**src/rtl/sid_dac_seq.sv**
```systemverilog
// Bit-serial SID-style R-2R DAC emulator: each channel's code is converted by summing
// per-bit ladder weights (two selectable banks), then rounded and saturated to BITS.
module sid_dac_seq #(
  parameter int BITS      = 12,
  parameter int CHANNELS  = 3,
  parameter int SCALEBITS = 4
) (
  input  logic                          clk,
  input  logic                          rst_n,
  input  logic                          start,
  input  logic                          model,
  input  logic [CHANNELS*BITS-1:0]      vin,
  input  logic                          wr_en,
  input  logic                          wr_bank,
  input  logic [$clog2(BITS)-1:0]       wr_addr,
  input  logic [BITS+SCALEBITS-1:0]     wr_data,
  output logic                          busy,
  output logic                          valid,
  output logic [CHANNELS*BITS-1:0]      vout
);

  localparam int WW    = BITS + SCALEBITS;
  localparam int ACC_W = BITS + SCALEBITS + $clog2(BITS) + 1;
  localparam int BIT_W = $clog2(BITS);
  localparam int CH_W  = (CHANNELS > 1) ? $clog2(CHANNELS) : 1;
  localparam int HALF  = 1 << (SCALEBITS - 1);
  localparam int MAXV  = (1 << BITS) - 1;

  typedef enum logic {IDLE, RUN} state_t;

  state_t                     state, state_nxt;
  logic [WW-1:0]              w [2][BITS];
  logic [CHANNELS*BITS-1:0]   vin_lat;
  logic                       model_lat;
  logic [ACC_W-1:0]           acc, acc_sum, add;
  logic [BIT_W-1:0]           bit_cnt;
  logic [CH_W-1:0]            chan_cnt;
  logic                       bit_last, chan_last;
  logic [BITS-1:0]            res;

  function automatic logic [ACC_W-1:0] round_half(input logic [ACC_W-1:0] a);
    return (a + ACC_W'(HALF)) >> SCALEBITS;
  endfunction

  function automatic logic [BITS-1:0] sat(input logic [ACC_W-1:0] a);
    if (a > ACC_W'(MAXV)) return '1;
    return a[BITS-1:0];
  endfunction

  assign bit_last  = (bit_cnt == BIT_W'(BITS - 1));
  assign chan_last = (chan_cnt == CH_W'(CHANNELS - 1));

  always_ff @(posedge clk) begin
    if (!rst_n) state <= IDLE;
    else        state <= state_nxt;
  end

  always_comb begin
    state_nxt = state;
    case (state)
      IDLE: if (start) state_nxt = RUN;
      RUN:  if (bit_last && chan_last) state_nxt = IDLE;
      default: state_nxt = IDLE;
    endcase
  end

  always_comb begin
    busy = (state == RUN);
  end

  // The latched code is consumed LSB-first, which walks channel 0 bit 0 .. last channel bit BITS-1.
  always_comb begin
    add = '0;
    if (vin_lat[0]) add = ACC_W'(w[model_lat][bit_cnt]);
    acc_sum = acc + add;
    res     = sat(round_half(acc_sum));
  end

  always_ff @(posedge clk) begin
    if (!rst_n) begin
      valid     <= 1'b0;
      vout      <= '0;
      vin_lat   <= '0;
      model_lat <= 1'b0;
      acc       <= '0;
      bit_cnt   <= '0;
      chan_cnt  <= '0;
      for (int b = 0; b < 2; b++)
        for (int n = 0; n < BITS; n++)
          w[b][n] <= WW'(1) << (n + SCALEBITS);
    end else begin
      valid <= 1'b0;
      if (state == IDLE) begin
        if (wr_en && (wr_addr <= BIT_W'(BITS - 1)))
          w[wr_bank][wr_addr] <= wr_data;
        if (start) begin
          vin_lat   <= vin;
          model_lat <= model;
          acc       <= '0;
          bit_cnt   <= '0;
          chan_cnt  <= '0;
        end
      end else begin
        vin_lat <= vin_lat >> 1;
        if (bit_last) begin
          for (int c = 0; c < CHANNELS; c++)
            if (chan_cnt == CH_W'(c)) vout[c*BITS +: BITS] <= res;
          acc     <= '0;
          bit_cnt <= '0;
          if (chan_last) begin
            valid    <= 1'b1;
            chan_cnt <= '0;
          end else begin
            chan_cnt <= chan_cnt + 1'b1;
          end
        end else begin
          acc     <= acc_sum;
          bit_cnt <= bit_cnt + 1'b1;
        end
      end
    end
  end

endmodule

```
**config.mk**
```make
export PLATFORM = sky130hd
export DESIGN_NAME = sid_dac_seq
export DESIGN_NICKNAME = d
export VERILOG_FILES = /design/src/rtl/sid_dac_seq.sv
export SDC_FILE = /design/constraint.sdc
export NUM_CORES = 1
export LEC_CHECK = 0
export CELL_PAD_IN_SITES_DETAIL_PLACEMENT = 0
export CELL_PAD_IN_SITES_GLOBAL_PLACEMENT = 2
export CORE_MARGIN = 1
export CORE_UTILIZATION = 39
export CTS_CLUSTER_DIAMETER = 50
export DETAILED_ROUTE_END_ITERATION = 12
export PLACE_DENSITY = 0.84
export SYNTH_ARGS = -nofsm -noshare
export SYNTH_HDL_FRONTEND = slang
export SYNTH_SLANG_ARGS = --single-unit
```
**constraint.sdc**
```tcl
create_clock -name clk -period 10.7 [get_ports clk]
set_input_delay 2.14 -clock clk [delete_from_list [all_inputs] [get_ports clk]]
set_output_delay 2.14 -clock clk [all_outputs]
set_load 0.005 [all_outputs]
```
# After elaboration in Yosys (flattened, before gate mapping)

Memories as Yosys holds them, arrays and structs flattened. A register that Yosys moved wholly into a read port is not among the register bits.
Cells that the tools add are included.

Add/subtract/negate cells: 4
Order comparisons: 5
Eq/ne operators: 4
Multiplexer cells: 35
Bitwise operators: 4
Reduce and logical (&&, ||, !) cells: 13

Operators by type and width:

| operator              | count |
|---|---|
| $mux 192              | 3 |
| $reduce_or 192->1     | 1 |
| $mux 35               | 2 |
| $bmux 16 s4           | 1 |
| $demux 16 s4          | 1 |
| $mux 16               | 4 |
| $mux 21               | 3 |
| $mux 12               | 2 |
| $add 21x21->21        | 1 |
| $add 21x4->21 const B | 1 |
| $gt 17x12->1 const B  | 1 |
| $mux 4                | 3 |
| $reduce_and 3->1      | 4 |
| $mux 1                | 11 |
| $ge 5x5->1 const B    | 2 |
| $not 4->5             | 2 |
| $mux 2                | 4 |
| $lt 5x1->1 const B    | 1 |
| $add 4x1->4 const B   | 1 |
| $eq 4x4->1 const B    | 1 |
| $le 4x4->1 const B    | 1 |
| $reduce_and 2->1      | 2 |
| $logic_and 1x1->1     | 3 |
| $add 2x1->2 const B   | 1 |
| 8 further kinds       | 9 |

Bits in registers: 102
RAM bits: 384
Input bits: 62
Output and inout bits: 38
Memories kept: 1

Memories:

| name | words | width | read ports | clocked after Yosys merged registers in | write ports | RTL line | source |
|---|---|---|---|---|---|---|---|
| w    | 2     | 192   | 1          | 1                                       | 2           | 32       | `logic [WW-1:0] w [2][BITS];` |

# Longest topological paths before layout

Depth in word-level cells: 10
Gate-level depth with buffers: 21

# Worst setup path after synthesis

OpenSTA, ideal clock, no wires.

Kind: register -> register
From: register with a tool-made name
To: register vout[20]
Arrival time: 4921 ps
Setup slack: 5651 ps
Cell stages (with the launch flop): 21
Buffers on the path: 3
Period minus slack after synthesis: 5049 ps
Cells stage by stage: dfxtp_1 -> clkbuf_1 -> buf_1 -> mux4_2 -> mux4_2 -> inv_1 -> o22ai_1 -> and2_1 -> ha_1 -> fa_1 -> a21o_1 -> a21oi_1 -> xnor2_1 -> ha_1 -> nand4b_1 -> nor4_4 -> and4_1 -> a2bb2oi_1 -> o21ai_4 -> buf_6 -> a31oi_1

RTL lines:

| item                            | RTL line | source |
|---|---|---|
| to (signal, indexed assignment) | 107      | `if (chan_cnt == CH_W'(c)) vout[c*BITS +: BITS] <= res;` |
| to (decl)                       | 19       | `output logic [CHANNELS*BITS-1:0] vout` |

==> impl_metrics.ini <==
[cells_and_area]
fin_cells = 2507
post-route-util_pct = 46.3
drive_above_1_share_pct = 17.2
fin_area_mm2 = 0.0262
final_nets = 1786
fillerInstances = 4960
antennaDiodeCount = 0
area_delta_synth_final_pct = 16.7

[grt]
grt_max_degree = 84
grt_pass1_vias = 14287
gr-total-overflow = 0
grt_pass1_wl_um = 91000
grt_usage_pct = 20.5
antenna_found_initial = 1

[routing]
drt_iter0_markers = 1186
drcViolationCount = 0
drtPass1Iterations = 5
routed_wirelength_um = 59800
ant_nets = 0
vias = 14106
wl_per_cell_um = 23.9
via_per_inst = 5.63

[power_and_ir_drop]
powerDensity_mw_per_mm2 = 171
power_mw = 4.48
power_frac_seq_pct = 48.4
cell_internal_pwr_mw = 3.46
p_comb_share_pct = 7.5
leakagePower_nw = 9.48
clkPwrFrac_pct = 44.1
p_sw_share_pct = 22.9
irDropWorstVdd_mv = 0.140
p_switching_mw = 1.03

[worst_setup_path]
cp.arrival_ps = 7070
crit_top_cell = mux4_2
worstPathRequired_ps = 11130
cp_slowest_stage_delay_ps = 980
critPathKind = reg2reg
cp_cell_sequence = buf_4, mux4_2, mux4_2, inv_1, o22ai_1, and2_1, ha_1, and3_1, nor3b_1, a2111oi_0, o211ai_1, nor3_2, nand4_4, o21ai_4, a31oi_1
crit_path_end_kind = flop
path_max_fanout = 49
cp-start-kind = flop
slowest_stage = dfxtp_4

[placed_design]
gp_congestion = 0.795
hpwl_um = 37000
io_buffers = 99
place_inst = 2402
dp_slack_ps = 4050
post_dp_cell_area_mm2 = 0.0243

[yosys]
yosysWarnings = 0
ys_ff_latch = 487
synth_ff_type = edfxtp_1
synth_area_leaders = edfxtp_1, mux4_2, dfxtp_1, and2_1, and3_1
ys_types = 73
syn_area_mm2 = 0.0225
synth_top_area_share_pct = 51.3
ys_seq_area_share_pct = 60.4
synth_edf_count = 384
synthesis.nets = 1716
avgSynthCellArea_um2 = 13.8
yosysTopAreaCell = edfxtp_1
syn_inst = 1635
async_reset_ff_share_pct = 0

[sta]
min_period_ps = 6640
maxSlewViolCount = 0
rsz0062_at_grt = false
finalSetupViolations = 0
slew_headroom_pct = 14.3
finalCritPeriodShare_pct = 62.0
finalClockSkew_ps = 37.0
tightest_slew_ps = 1290
hold_viol_final = 0
max_freq_ghz = 0.151
worst_slack_ps = 4060
setup_tns_ps = 0
hold_slack_ps = 523

[clocking]
path_clk_slew_ps = 60
clock_latency_ps = 620
ctsResizeCount = 0
ctsHtreeMaxLevel = 2
cts_buffers = 56
clock_path_buffers = 3
root_buffer = clkbuf_16
tritoncts = built
clock-sinks = 487
postCtsSetupBuffers = 0
cts_hold_buf = 0

[die]
core_area_mm2 = 0.0567
die_w_um = 242
rows = 87
start_util_pct = 39.6
die_h_um = 242
die_area_mm2 = 0.0586
io_pins = 100

[hold_path]
hold_path.class = reg2reg

[job]
maxCapViolations = 0

[outcome]
status = completed
flip-flops by register name, summed over array words and instances (netlist names), named ones only:
signal / cells
busy: 1
vin_lat: 36
bit_cnt: 4
acc: 21
valid: 1
model_lat: 1
vout: 36
w: 384
chan_cnt: 2
final timing paths:
path	cells past startpoint	startpoint	endpoint	slack (ps)
worst min-delay path	2	model_lat$_SDFFE_PN0P_	model_lat$_SDFFE_PN0P_	520
worst max register to register	15	flop	vout[11]$_SDFFE_PN0P_	4060
worst max-delay path	15	flop	vout[11]$_SDFFE_PN0P_	4060
worst min register to register	2	model_lat$_SDFFE_PN0P_	model_lat$_SDFFE_PN0P_	520
cell usage after synthesis, types with 6 or more instances:
cell and count:
edfxtp_1 384, nor2b_1 26, nand3_1 13, a21oi_1 48, and2_1 204, mux4_2 112, nand4_1 8, a31oi_1 12
mux2i_1 54, dfxtp_1 103, xor2_1 8, a22oi_1 16, nor3b_1 7, nor4_1 6, a21o_1 10, nor3_1 21
clkbuf_1 95, o21ai_0 98, nor2_1 28, nand2_1 67, nand2b_1 38, xnor2_1 13, o22ai_1 16, inv_1 20
a21oi_2 6, buf_2 12, ha_1 18, buf_1 17, and3_1 96
critical path, delay by kind of cell (launching register included):
kind | cells | cell delay (ps)
compound gates | 5 | 1810
mux | 2 | 1110
buf+inv | 2 | 940
flops | 1 | 980
fa+ha+maj | 1 | 380
simple gates | 5 | 1090
power by group through the flow:
| stage | Combinational [mW] | Sequential, mW | Clock [mW] |
|---|---|---|---|
| floorplan | 0.215 | 2.19 | 0 |
| global placement | 0.332 | 2.20 | 0 |
| detailed placement | 0.336 | 2.21 | 0 |
| CTS | 0.338 | 2.17 | 2.01 |
| global route | 0.359 | 2.18 | 2.08 |
| finish | 0.336 | 2.17 | 1.98 |
cells in the final DEF, fill, tap and decap left out, types with 48 or more instances in the layout:
cell	netlist	routed
mux4_2	112	112
and2_1	204	204
dfxtp_1	103	99
nand2_1	67	67
clkbuf_16	0	58
edfxtp_1	384	384
clkdlybuf4s50_1	0	97
mux2i_1	54	54
and3_1	96	96
o21ai_0	98	95
buf_4	5	48
layout make-up:
type	count	area [um^2]	share of cell area (%)
sequential	487	13600	51.9
timing repair buffer	147	1350	5.14
tap	756	946	3.61
multi-input combinational	993	8340	31.8
clock buffer	75	1540	5.85
clock inverter	29	384	1.46
inverter	20	75.1	0.286
logic make-up after synthesis:
logic type	share of synthesized area, %
xor+xnor	0.818
compound gates	6.97
mux	13.6
simple gates	14.1
flops	60.4
buf+inv	2.91
fa+ha+maj	1.09
metal layers:
| layer | share of wire, % | track usage (%) | vias to the layer above | wire, um |
|---|---|---|---|---|
| met5 | 0 | 0 | - | 0 |
| met2 | 48 | 33.5 | 581 | 28500 |
| met4 | 3.0 | 6.96 | 0 | 1820 |
| met3 | 7.2 | 3.04 | 113 | 4290 |
| li1 | - | - | 6321 | - |
| met1 | 42 | 28.1 | 7091 | 25200 |
No activity file was read; power rests on OpenSTA's default activity.
